$ cat src/rtl/uart_tx.sv
// uart_tx: 8N1 serial transmitter fed by a small byte FIFO; queued frames go out back-to-back.
// Optional feature macro: UART_TX_PARITY_EN adds an even-parity bit after the data bits.
module uart_tx #(
  parameter int CLKS_PER_BIT = 5208,
  parameter int FIFO_DEPTH   = 4
) (
  input  logic       clk,
  input  logic       clr,
  input  logic [7:0] data_in,
  input  logic       wr,
  output logic       full,
  output logic       empty,
  output logic       busy,
  output logic       tx,
  output logic       done,
  output logic       led_tx
);

  // state  | meaning
  // IDLE   | line high, waiting for a queued byte
  // START  | start bit (0)
  // DATA   | eight data bits, LSB first
  // PARITY | even parity bit (UART_TX_PARITY_EN builds only)
  // STOP   | stop bit (1); pops the next byte at terminal count

  localparam int CW     = $clog2(CLKS_PER_BIT);
  localparam int PW     = $clog2(FIFO_DEPTH);
  localparam int LAST_I = CLKS_PER_BIT - 1;
  localparam logic [CW-1:0] LAST  = LAST_I[CW-1:0];
  localparam logic [PW:0]   DEPTH = FIFO_DEPTH[PW:0];

`ifdef UART_TX_PARITY_EN
  typedef enum logic [2:0] {IDLE, START, DATA, PARITY, STOP} state_t;
`else
  typedef enum logic [1:0] {IDLE, START, DATA, STOP} state_t;
`endif

  logic [7:0]    mem [FIFO_DEPTH];
  logic [PW-1:0] rd_ptr;
  logic [PW-1:0] wr_ptr;
  logic [PW:0]   count;
  logic [PW:0]   count_next;
  logic [7:0]    head;
  logic          push;
  logic          pop;
  logic          bit_end;

  state_t        state;
  logic [CW-1:0] cnt;
  logic [2:0]    bit_idx;
  logic [7:0]    shreg;
`ifdef UART_TX_PARITY_EN
  logic          parity;
`endif

  assign head    = mem[rd_ptr];
  assign bit_end = (cnt == LAST);
  assign push    = wr && !full && !clr;
  // The FSM pops either from IDLE or at the end of a stop bit to chain frames.
  assign pop     = !clr && (count != '0) &&
                   ((state == IDLE) || ((state == STOP) && bit_end));
  assign led_tx  = busy;

  always_comb begin
    count_next = count;
    case ({push, pop})
      2'b10:   count_next = count + 1'b1;
      2'b01:   count_next = count - 1'b1;
      default: count_next = count;
    endcase
  end

  always_ff @(posedge clk) begin
    if (clr) begin
      rd_ptr <= '0;
      wr_ptr <= '0;
      count  <= '0;
      full   <= 1'b0;
      empty  <= 1'b1;
    end else begin
      if (push) wr_ptr <= wr_ptr + 1'b1;
      if (pop)  rd_ptr <= rd_ptr + 1'b1;
      count <= count_next;
      full  <= (count_next == DEPTH);
      empty <= (count_next == '0);
    end
  end

  always_ff @(posedge clk) begin
    if (push) mem[wr_ptr] <= data_in;
  end

  always_ff @(posedge clk) begin
    if (clr) begin
      state   <= IDLE;
      cnt     <= '0;
      bit_idx <= '0;
      shreg   <= '0;
      tx      <= 1'b1;
      busy    <= 1'b0;
      done    <= 1'b0;
`ifdef UART_TX_PARITY_EN
      parity  <= 1'b0;
`endif
    end else begin
      done <= 1'b0;
      case (state)
        IDLE: begin
          tx <= 1'b1;
          if (pop) begin
            shreg <= head;
`ifdef UART_TX_PARITY_EN
            parity <= ^head;
`endif
            tx    <= 1'b0;
            busy  <= 1'b1;
            cnt   <= '0;
            state <= START;
          end
        end

        START: begin
          cnt <= bit_end ? '0 : cnt + 1'b1;
          if (bit_end) begin
            tx      <= shreg[0];
            shreg   <= {1'b0, shreg[7:1]};
            bit_idx <= '0;
            state   <= DATA;
          end
        end

        DATA: begin
          cnt <= bit_end ? '0 : cnt + 1'b1;
          if (bit_end) begin
            if (bit_idx == 3'd7) begin
`ifdef UART_TX_PARITY_EN
              tx    <= parity;
              state <= PARITY;
`else
              tx    <= 1'b1;
              state <= STOP;
`endif
            end else begin
              tx      <= shreg[0];
              shreg   <= {1'b0, shreg[7:1]};
              bit_idx <= bit_idx + 1'b1;
            end
          end
        end

`ifdef UART_TX_PARITY_EN
        PARITY: begin
          cnt <= bit_end ? '0 : cnt + 1'b1;
          if (bit_end) begin
            tx    <= 1'b1;
            state <= STOP;
          end
        end
`endif

        STOP: begin
          cnt <= bit_end ? '0 : cnt + 1'b1;
          if (bit_end) begin
            done <= 1'b1;
            if (pop) begin
              shreg <= head;
`ifdef UART_TX_PARITY_EN
              parity <= ^head;
`endif
              tx    <= 1'b0;
              cnt   <= '0;
              state <= START;
            end else begin
              busy  <= 1'b0;
              state <= IDLE;
            end
          end
        end

        default: begin
          tx    <= 1'b1;
          busy  <= 1'b0;
          state <= IDLE;
        end
      endcase
    end
  end

endmodule

$ cat config.mk
export PLATFORM = sky130hd
export DESIGN_NAME = uart_tx
export DESIGN_NICKNAME = d
export VERILOG_FILES = /design/src/rtl/uart_tx.sv
export SDC_FILE = /design/constraint.sdc
export NUM_CORES = 1
export LEC_CHECK = 0
export CORE_MARGIN = 2
export CORE_UTILIZATION = 25
export CTS_BUF_LIST = sky130_fd_sc_hd__clkbuf_2 sky130_fd_sc_hd__clkbuf_4 sky130_fd_sc_hd__clkbuf_8
export DETAILED_ROUTE_END_ITERATION = 12
export GPL_TIMING_DRIVEN = 0
export PLACE_DENSITY = 0.48
export SLEW_MARGIN = 15
export SYNTH_ARGS = -nofsm -noshare
export SYNTH_HDL_FRONTEND = slang
export SYNTH_SLANG_ARGS = --single-unit
$ cat constraint.sdc
create_clock -name clk -period 3.6 [get_ports clk]
set_clock_uncertainty 0.2 [all_clocks]
set_input_delay 0.72 -clock clk [delete_from_list [all_inputs] [get_ports clk]]
set_output_delay 0.72 -clock clk [all_outputs]
set_load 0.005 [all_outputs]
**After elaboration in Yosys (flattened, before gate mapping)**

Memory sizes are Yosys's and may differ from the RTL's. A register that Yosys moved wholly into a read port is not among the register bits.
Index checks and enable logic that the tools add are counted.

- Muxes and demuxes: 39
- $add $sub $neg: 6
- Bitwise gates (word level): 1
- Equality and inequality tests: 16
- Reduce and logical (&&, ||, !) cells: 20

Operators with widths:

| operator | number |
|---|---|
| $mux 13 | 4 |
| $mux 8 | 5 |
| $pmux 13 s3 | 1 |
| $pmux 8 s4 | 1 |
| $ne 2x2->1 const B | 8 |
| $reduce_and 4->1 | 4 |
| $mux 2 | 7 |
| $add 13x1->13 const B | 1 |
| $eq 13x13->1 const B | 1 |
| $mux 1 | 13 |
| $pmux 3 s2 | 2 |
| $mux 3 | 3 |
| $pmux 2 s4 | 1 |
| $add 3x1->3 const B | 2 |
| $eq 2x2->1 const B | 3 |
| $eq 3x3->1 const B | 2 |
| $logic_and 1x1->1 | 5 |
| $reduce_and 5->1 | 1 |
| $add 2x1->2 const B | 2 |
| $eq 2x1->1 const B | 2 |
| $pmux 1 s4 | 1 |
| $reduce_bool 2->1 | 2 |
| $reduce_or 2->1 | 2 |
| $logic_not 3->1 | 1 |
| 7 further kinds | 8 |

- Word-level logic and storage cells: 95
- Memories kept: 1
- Bits in registers: 38
- Memory bits (writable): 32
- Input bits: 11

Memories:

| name | words | bits a word | read ports | clocked after memory_dff | write ports | RTL line | RTL |
|---|---|---|---|---|---|---|---|
| mem | 4 | 8 | 1 | 1 | 1 | 38 | `logic [7:0] mem [FIFO_DEPTH];` |

**Longest topological paths before layout**

- Depth in word-level cells: 7
- Gate-level depth with buffers: 13
- Depth with buffers taken out: 12

**Least setup slack after synthesis**

OpenSTA, ideal clock, no wires.

- Path type: reg-to-reg
- From: register cnt[11]
- To: register empty
- Cell stages (with the launch flop): 12
- Arrival: 2593 ps
- Buffers on the path: 0
- Library setup time: 70 ps
- Path slack: 737 ps
- Path through: dfxtp_1 -> or4b_4 -> nor3_4 -> a31o_2 -> ha_1 -> inv_1 -> fa_1 -> xor2_1 -> nor2_1 -> xnor2_1 -> nor2_1 -> a21oi_1

- Word-level cells in the longest chain between the ends: 7
- Elaborated cells between the ends (all ways): 8
- Classes of those cells: eq/ne (3); mux (1); reduce/logical (4)

RTL lines:

| what | RTL line | RTL |
|---|---|---|
| start, declared | 49 | `logic [CW-1:0] cnt;` |
| start signal, assigned | 123 | `cnt <= bit_end ? '0 : cnt + 1'b1;` |
| start signal, assigned | 133 | `cnt <= bit_end ? '0 : cnt + 1'b1;` |
| start signal, assigned | 162 | `cnt <= bit_end ? '0 : cnt + 1'b1;` |
| $eq 13x13->1 * | 57 | `assign bit_end = (cnt == LAST);` |
| $logic_and 1x1->1 * | 61 | `((state == IDLE) \|\| ((state == STOP) && bit_end));` |
| $logic_or 1x1->1 * | 61 |  |
| $logic_and 1x1->1 * | 60 | `assign pop = !clr && (count != '0) &&` |
| via pop | 45 | `logic pop;` |
| $eq 2x1->1 / $eq 2x2->1 (equally long branches) | 66 | `case ({push, pop})` |
| $pmux 3 s2 * | 66 |  |
| $logic_not 3->1 * | 85 | `empty <= (count_next == '0);` |
| end signal, assigned | 85 |  |
| end, declared | 12 | `output logic empty,` |

Mark *: on every way through the listed nets, which the timed path passes. The rest lies on a longest branch.
A chain may end at the register's enable or synchronous reset.

**Final worst setup path**

Ends and elaborated chain as after synthesis.

==> summary.txt <==
Status
  • Status: finished clean

Drt
  • Routed Antenna Nets: 0
  • DRC errors left: 0
  • Routed wire length: 6360 um
  • 1st-iter DRT viols: 92
  • Drt wl/cell: 13.4 um
  • Routed vias/inst: 4.42
  • First drt pass iteration count: 4
  • Vias after detailed routing: 2103

Synthesis
  • Top post-synthesis cells by area: edfxtp_1, dfxtp_1, mux4_2, ha_1, mux2i_1
  • Post-Syn Instances: 273
  • Synthesized area: 0.00328 mm2
  • Post-synth cell types: 45
  • Most frequent cell after synthesis: dfxtp_1
  • Register area share after synthesis: 53.7%
  • Post-synth top cells: dfxtp_1, edfxtp_1, nor2_1
  • Yosys Warn Count: 0
  • Synthesized Nets: 298
  • Top FF cell, synth: dfxtp_1
  • Cell taking the most area after synthesis: edfxtp_1
  • Ys async rst share: 0%
  • Post-synth EDFFs: 32
  • Seq cells post-synth: 72
  • Area share of the largest cell type after synthesis: 29.3%
  • Syn_area_per_cell: 12.0 um2

Clock tree
  • Root Driver: clkbuf_8
  • Sink Count: 72
  • Clock transition at path regs: 0.08 ns
  • Max clock buf depth: 2
  • # hold bufs at CTS: 0
  • Total CTS buffers: 9
  • CTS resizes: 0
  • CTS tree: yes
  • Skew-Pair Late Insertion Delay: 0.35 ns
  • CTS HTree Levels: 3
  • Setup bufs post-CTS: 0

Timing
  • Fin Setup TNS: 0 ns
  • Final Hold Vio Count: 0
  • Hold_ws: 0.264 ns
  • Rel. slew slack: 52.7%
  • RSZ-0062 raised after global routing: no
  • Final Cycle Share: 88.5%
  • Max Slew Vio Count: 0
  • F_max: 314 MHz
  • Slew of the pin with the lowest slew margin: 0.710 ns
  • Setup violations, final: 0
  • Min cycle time layout: 3.19 ns

Global routing
  • Antenna violations before repair: 0
  • Vias in the first global route: 2108
  • GR Overflow Total: 0
  • Global Route Usage Sum: 9.48%
  • First-pass GRT wire length: 10400 um
  • Largest net degree at the start of global routing: 15

Die
  • Die width: 119 um
  • Core Area: 0.0127 mm2
  • FP Rows: 41
  • Ports: 17
  • Die Area: 0.0141 mm2
  • Initial core utilization: 25.8%
  • Die height: 119 um

Hold path
  • Min-delay worst type: reg2reg

Final layout
  • Layout Area Growth over Synthesis: 16.5%
  • Fraction of final layout cells sized beyond drive strength 1: 14.8%
  • Multi-input logic area: 0.00139 mm2
  • Sequential cell area: 0.00176 mm2
  • Nets: 324
  • Fillers: 1379
  • N_diodes: 0

Critical path
  • Critical Path End Type: flop
  • Crit-path cells: or4b_4 > nor3_4 > a31o_2 > ha_1 > inv_1 > fa_1 > xor2_1 > nor2_1 > xnor2_1 > nor2_1 > a21oi_1
  • CP max stage delay: 0.57 ns
  • CP max-delay cell: or4b_4
  • CP required: 3.68 ns
  • Crit path DAT: 3.26 ns
  • Most frequent CP cell: nor2_1
  • Critical path class: reg2reg
  • Startpoint types: flop
  • Crit-path max FO: 7

Place
  • I/O Buffers: 15
  • Routability-driven placement congestion ratio: 0.763
  • Post-DP HPWL: 4340 um

Pwr
  • Worst vdd ir: 247 uV
  • Static Leak: 1.30 nW
  • Pwr dens: 680 mW/mm2
  • Total chip power: 2.60 mW

Job
  • MaxCap Viol Count: 0
==> critical path: cells and delay by family (launching register included) <==
kind | cells | cell delay [ns]
AO/OA/AOI/OAI | 2 | 0.45
buffers and inverters | 1 | 0.06
XOR/XNOR | 2 | 0.31
flip-flops | 1 | 0.36
AND/OR/NAND/NOR | 4 | 1.16
adder cells (fa/ha/maj) | 2 | 0.58
==> power by group <==
part           leakage [nW]  internal [mW]  total (mW)  switching, mW
Combinational         0.598          0.460        1.00          0.540
Sequential            0.617          0.963        1.02         0.0589
Clock                0.0839          0.254       0.580          0.326
Total                  1.30           1.68        2.60          0.925
==> routing by layer <==
| metal | routed length (um) | share of wire, % | global-route usage (%) | vias to the layer above |
|---|---|---|---|---|
| li1 | - | - | - | 1063 |
| met1 | 2920 | 46 | 11.8 | 1001 |
| met2 | 3100 | 49 | 15.3 | 29 |
| met3 | 220 | 3.5 | 2.36 | 10 |
| met4 | 111 | 1.7 | 4.46 | 0 |
| met5 | 0 | 0 | 0 | - |
==> per-stage QoR <==
stage                     instance area, um2  setup WS [ns]  util (%)  instances
after floorplan                         3280          0.737         -        273
after global placement                  3650          0.406      28.7        460
after detailed placement                3650          0.358      28.7        460
after CTS                               3820          0.395      30.1        476
after global routing                    3820          0.239      30.1        476
final                                   3820          0.413      30.1        476
==> state kept, by name, indices dropped and copies added, names as in the netlist, named ones only <==
| signal | flops |
|---|---|
| full | 1 |
| tx | 1 |
| cnt | 13 |
| count | 3 |
| busy | 1 |
| done | 1 |
| wr_ptr | 2 |
| rd_ptr | 2 |
| bit_idx | 3 |
| mem | 32 |
| shreg | 8 |
| state | 2 |
| empty | 1 |
==> cell type report <==
class	count	area share, %
Clock buffer	9	3.24
Sequential cell	72	46.1
Multi-Input combinational cell	173	36.4
Buffer	16	2.19
Clock inverter	7	1.41
Inverter	12	1.18
Timing Repair Buffer	15	3.93
Tap cell	172	5.63
==> cells in the final DEF, fill, tap and decap left out, drive strengths merged, types with 2 or more instances in the layout <==
cell type / netlist / layout
xnor2: 3 / 3
clkbuf: 9 / 18
nand2b: 5 / 5
buf: 7 / 7
dfxtp: 40 / 40
nand2: 9 / 9
a211oi: 10 / 10
a21oi: 19 / 19
nor3: 7 / 7
and2: 3 / 3
nand4: 5 / 5
nor3b: 2 / 2
o32ai: 2 / 2
nor2b: 3 / 3
inv: 12 / 14
clkinv: 0 / 3
and3: 11 / 11
ha: 13 / 13
o21ai: 7 / 7
nor2: 26 / 26
mux2i: 10 / 10
or4b: 2 / 2
edfxtp: 32 / 32
nand3: 2 / 2
clkinvlp: 0 / 2
a22oi: 2 / 2
mux4: 8 / 8
clkdlybuf4s50: 0 / 15
xor2: 8 / 8
a311oi: 5 / 5
==> final timing paths <==
path | start | to | slack, ns | cells after the start
max reg2reg | cnt[11]$_SDFFE_PP0P_ | empty$_SDFF_PP1_ | 0.41 | 11
max | cnt[11]$_SDFFE_PP0P_ | empty$_SDFF_PP1_ | 0.41 | 11
min reg2reg | rd_ptr[1]$_SDFFE_PP0P_ | flop | 0.26 | 1
min | rd_ptr[1]$_SDFFE_PP0P_ | flop | 0.26 | 1
==> cells by family (layout without fill, tap and decap cells) <==
group / after synthesis / count (layout) / share of synthesized area [%]
xor+xnor: 11 / 11 / 2.94
fa+ha+maj: 14 / 14 / 5.57
buf+inv: 28 / 59 / 3.93
mux: 18 / 18 / 8.54
flops: 72 / 72 / 53.7
simple gates: 78 / 78 / 13.0
compound gates: 52 / 52 / 12.4
(Power assumes the default switching activity.)
